$ cat config.mk
export PLATFORM = sky130hd
export DESIGN_NAME = hub75_fb_arbiter
export DESIGN_NICKNAME = d
export VERILOG_FILES = /design/src/rtl/hub75_fb_pkg.sv /design/src/rtl/hub75_fb_arbiter.sv
export SDC_FILE = /design/constraint.sdc
export NUM_CORES = 1
export LEC_CHECK = 0
export BUFFER_PORTS_ARGS = -buffer_cell sky130_fd_sc_hd__buf_2
export CAP_MARGIN = 20
export CORE_UTILIZATION = 32
export DETAILED_ROUTE_END_ITERATION = 7
export PLACE_DENSITY = 0.91
export SLEW_MARGIN = 40
export SYNTH_ARGS = -nofsm -noshare
export SYNTH_HDL_FRONTEND = slang
export SYNTH_SLANG_ARGS = --single-unit
export TNS_END_PERCENT = 100
$ cat constraint.sdc
create_clock -name clk -period 1.8 [get_ports clk]
set_clock_uncertainty 0.1 [all_clocks]
set_input_delay 0.36 -clock clk [delete_from_list [all_inputs] [get_ports clk]]
set_output_delay 0.36 -clock clk [all_outputs]
set_load 0.05 [all_outputs]
$ cat src/rtl/hub75_fb_pkg.sv
// hub75_fb_pkg: shared FSM/owner encodings and the req/gnt/rel handshake bundle for frame buffer arbiters
package hub75_fb_pkg;
  typedef enum logic [1:0] {
    ST_IDLE  = 2'd0,
    ST_GRANT = 2'd1,
    ST_BUSY  = 2'd2
  } fb_state_e;
  typedef enum logic {
    OWN_RD = 1'b0,
    OWN_WR = 1'b1
  } fb_owner_e;
  typedef struct packed {
    logic req;
    logic gnt;
    logic rel;
  } fb_hs_t;
endpackage

$ cat src/rtl/hub75_fb_arbiter.sv
// hub75_fb_arbiter: req/gnt/rel arbiter sharing the HUB75 frame buffer RAM between readout and writer
module hub75_fb_arbiter
  import hub75_fb_pkg::*;
#(
  parameter int FB_AW         = 13,
  parameter int FB_DW         = 16,
  parameter int FB_MW         = 4,
  parameter int MAX_RD_STREAK = 4,
  parameter int TIMEOUT       = 0
) (
  input  logic             clk,
  input  logic             rst_n,
  input  logic             rd_req,
  output logic             rd_gnt,
  input  logic             rd_rel,
  input  logic [FB_AW-1:0] rd_addr,
  output logic [FB_DW-1:0] rd_data,
  input  logic             wr_req,
  output logic             wr_gnt,
  input  logic             wr_rel,
  input  logic [FB_AW-1:0] wr_addr,
  input  logic [FB_DW-1:0] wr_data,
  input  logic [FB_MW-1:0] wr_mask,
  input  logic             wr_ena,
  output logic [FB_AW-1:0] fb_addr,
  output logic [FB_DW-1:0] fb_wr_data,
  output logic [FB_MW-1:0] fb_wr_mask,
  output logic             fb_wr_ena,
  input  logic [FB_DW-1:0] fb_rd_data,
  output logic             busy,
  output logic             err_timeout
);
  fb_state_e  state_q, state_d;
  fb_owner_e  owner_q, owner_d;
  logic [3:0]  streak_q, streak_d;
  logic [15:0] wd_q, wd_d;
  logic        rd_gnt_q, rd_gnt_d, wr_gnt_q, wr_gnt_d, err_q, err_d;
  logic        idle, grant_now, wr_win, own_rel, wd_fire, own_wr;
  always_comb begin
    idle      = state_q == ST_IDLE;
    grant_now = idle & (rd_req | wr_req);
    wr_win    = wr_req & (~rd_req | (streak_q >= 4'(MAX_RD_STREAK)));
    own_rel   = (owner_q == OWN_WR) ? wr_rel : rd_rel;
    wd_fire   = (TIMEOUT > 0) && !idle && (wd_q == 16'(TIMEOUT - 1));
    state_d   = idle ? (grant_now ? ST_GRANT : ST_IDLE) : ((own_rel | wd_fire) ? ST_IDLE : ST_BUSY);
    owner_d   = grant_now ? (wr_win ? OWN_WR : OWN_RD) : owner_q;
    streak_d  = !grant_now ? streak_q : (wr_win | ~wr_req) ? 4'd0 : (&streak_q) ? streak_q : streak_q + 4'd1;
    wd_d      = idle ? 16'd0 : wd_q + 16'd1;
    rd_gnt_d  = grant_now & ~wr_win;
    wr_gnt_d  = grant_now & wr_win;
    err_d     = wd_fire;
  end
  always_ff @(posedge clk or negedge rst_n) begin
    if (!rst_n) begin
      state_q  <= ST_IDLE;
      owner_q  <= OWN_RD;
      streak_q <= '0;
      wd_q     <= '0;
      rd_gnt_q <= 1'b0;
      wr_gnt_q <= 1'b0;
      err_q    <= 1'b0;
    end else begin
      state_q  <= state_d;
      owner_q  <= owner_d;
      streak_q <= streak_d;
      wd_q     <= wd_d;
      rd_gnt_q <= rd_gnt_d;
      wr_gnt_q <= wr_gnt_d;
      err_q    <= err_d;
    end
  end
  assign own_wr      = owner_q == OWN_WR;
  assign busy        = ~idle;
  assign rd_gnt      = rd_gnt_q;
  assign wr_gnt      = wr_gnt_q;
  assign err_timeout = err_q;
  assign rd_data     = fb_rd_data;
  assign fb_addr     = own_wr ? wr_addr : rd_addr;
  assign fb_wr_data  = own_wr ? wr_data : '0;
  assign fb_wr_mask  = own_wr ? wr_mask : '0;
  assign fb_wr_ena   = own_wr & wr_ena & busy;
endmodule
==> impl_metrics.json <==
{
  "cts_max_path_buffers": 2,
  "slowest_stage": "dfrtp_2",
  "viasPerCell": 4.75,
  "portBuffers": 89,
  "dr_total_vias": 917,
  "setup_viol": 8,
  "gp_congestion": 0.682,
  "synth_edf_count": 0,
  "drive_above_1_share": 0.718,
  "max_stage_delay_ns": 0.46,
  "synth_fa_ha_area_frac": 0.0149,
  "grt_max_degree": 32,
  "synth_ff_type": "dfrtp_1",
  "syn-num-nets": 155,
  "ys_seq_elements": 9,
  "path_class": "flip-flop to output port",
  "rsz0062_at_grt": "true",
  "worstPathRequired_ns": 1.34,
  "dp_hpwl_mm": 1.86,
  "cts_tree": "yes",
  "fin_nets": 234,
  "fin_area_sq_um": 1420,
  "crit_fanout": 8,
  "cp_cell_sequence": "clkbuf_16, mux2_4, buf_6",
  "ys_top_cells_by_count": "and2_1 (20), buf_4 (17), dfrtp_1 (9), mux2_4 (7), mux2_2 (6)",
  "syn2layout_area_growth_pct": 68.9,
  "grt_overflow_total": 0,
  "synth_top_family_by_area": "simple AND/OR/NAND/NOR gates",
  "violations": "negative setup slack",
  "synth_area_leaders": "dfrtp_1 (27%), buf_4 (15%), and2_1 (15%)",
  "synth_cells": 85,
  "post-route-period-util": 1.01,
  "routed_wl_mm": 2.92,
  "hold_path.class": "input port to flip-flop",
  "end_kind": "output port",
  "p_leak_nw": 0.816,
  "setup_ws_ns": -0.00932,
  "die_w_um": 53.3,
  "cts_max_level": 1,
  "p_per_area_nw_per_um2": 1860,
  "netlist.area_leader.share": 0.268,
  "start_util": 0.339,
  "yosys.area_share.xor_xnor": 0,
  "maxSlewViolCount": 0,
  "synth.most_common_cell": "and2_1",
  "first_pass_iters": 6,
  "yosys.area.top_type": "dfrtp_1",
  "max-vdd-ir-drop_mv": 1.02,
  "startpoint_type": "flip-flop",
  "min_period_ns": 1.81,
  "clk_latency_ns": 0.26,
  "grt_usage": 0.154,
  "cts_sinks": 9,
  "rows": 18,
  "synthesis.area_sq_um": 841,
  "dr.first_iter.drc_count": 11,
  "grt_pass1_wl_mm": 3.10,
  "num-fill-cells": 236,
  "synth_async_sr_flop_share": 1.00,
  "yosysUniqueCellTypes": 25,
  "place_area_sq_um": 1180,
  "finalPower_mw": 2.64,
  "drc": 0,
  "drtAntennaViolNets": 0,
  "hold_viol_final": 0,
  "cts_made_buffers": 3,
  "diodes": 0,
  "crit_family": "flip-flops",
  "ioPinCount": 123,
  "status": "complete, but fails checks",
  "wl_per_cell_um": 15.1,
  "dieArea_sq_um": 2840,
  "cts_root_buf": "clkbuf_4",
  "synth_compound_area_frac": 0.0714,
  "die_y_um": 53.3,
  "arrival_ns": 1.35,
  "max_cap_viol_count": 0,
  "ys_warn_count": 0,
  "post_synth.cell_area_avg_sq_um": 9.89,
  "fmax_mhz": 553,
  "clk_pin_slew_ns": 0.06,
  "synthMuxAreaShare": 0.205,
  "antenna_found_initial": 0,
  "core_sq_um": 2480,
  "yosysSeqAreaShare": 0.268,
  "synthSimpleGateAreaFrac": 0.229,
  "grt_pass1_vias": 722,
  "dp_slack_ns": 0.232,
  "critPathBufInv": 2
}
-- cell type report --
class | instances | area, sq um | area share
clock buffers | 4 | 26.3 | 0.0185
inverters | 2 | 7.51 | 0.00529
multi-input cells | 53 | 464 | 0.327
flip-flops and latches | 9 | 226 | 0.159
well taps | 30 | 37.5 | 0.0264
repair buffers | 95 | 658 | 0.463
-- sequential cells by signal, summed over array words and instances, names as in the netlist --
name,count
state_q,2
rd_gnt,1
own_wr,1
streak_q,4
wr_gnt,1
-- cells by family after synthesis --
family / count (synthesis)
simple gates: 30
buf+inv: 23
mux: 13
flops: 9
compound gates: 8
fa+ha+maj: 1
other cells: 1
-- cells in the final DEF (no fill, tap or decap), types with 2 or more instances in the layout --
master | netlist | final
clkbuf_16 | 0 | 2
buf_6 | 1 | 8
clkbuf_4 | 0 | 6
and3_2 | 2 | 2
nor2_1 | 2 | 2
buf_4 | 17 | 2
dfrtp_1 | 9 | 8
buf_2 | 0 | 72
and2_1 | 20 | 20
a21oi_1 | 2 | 2
buf_8 | 0 | 6
a32o_1 | 2 | 2
mux2_4 | 7 | 13
inv_1 | 2 | 2
-- where the power goes --
group,internal [mW],switching (mW),total (mW)
Sequential,0.270,0.0653,0.336
Combinational,0.837,1.32,2.15
Clock,0.0853,0.0686,0.154
Total,1.19,1.45,2.64
-- worst register-to-register path: cells and delay by family (launching register included) --
family / cells / cell delay (ns)
and+or+nand+nor: 2 / 0.24
DFF: 1 / 0.38
AOI/OAI and AO/OA: 1 / 0.25
buffers and inverters: 1 / 0.15
-- final timing paths --
kind / from / to / slack (ns) / depth (start not counted)
max reg2reg: state_q[0] / streak_q[1] / 0.56 / 4
min in group asynchronous: rst_n / state_q[0] / 0.39 / 2
max: own_wr / fb_addr[11] / -0.009 / 3
max in group asynchronous: rst_n / own_wr / 1.01 / 2
min reg2reg: streak_q[1] / streak_q[1] / 0.41 / 1
min: wr_rel / state_q[1] / 0.18 / 2
-- routing by layer --
metal / GRT usage / up-vias / wire, um
met1: 0.118 / 434 / 925
li1: - / 419 / -
met3: 0.0747 / 6 / 292
met5: 0 / - / 0
met2: 0.315 / 58 / 1670
met4: 0.0526 / 0 / 35
-- through the flow --
stage	setup TNS [ns]	hold slack, ns	std cells	utilization
6_report	-0.0463	0.183	193	0.573
5_1_grt	-0.628	0.172	193	0.573
4_1_cts	-0.0403	0.184	190	0.513
3_5_place_dp	0	0.119	185	0.478
3_3_place_gp	0	0.116	185	0.478
2_1_floorplan	0	-0.0356	85	-
-- timing repair --
action                                 CTS  global route
setup buffers                            0             1
cloned                                   0             2
pin swaps                                0             1
endpoints found under the hold margin    9             0
setup endpoints to repair               11            14
hold buffers                             1             0
gates resized for setup                 17            30
Note: power is estimated with default switching activity, not from simulation.
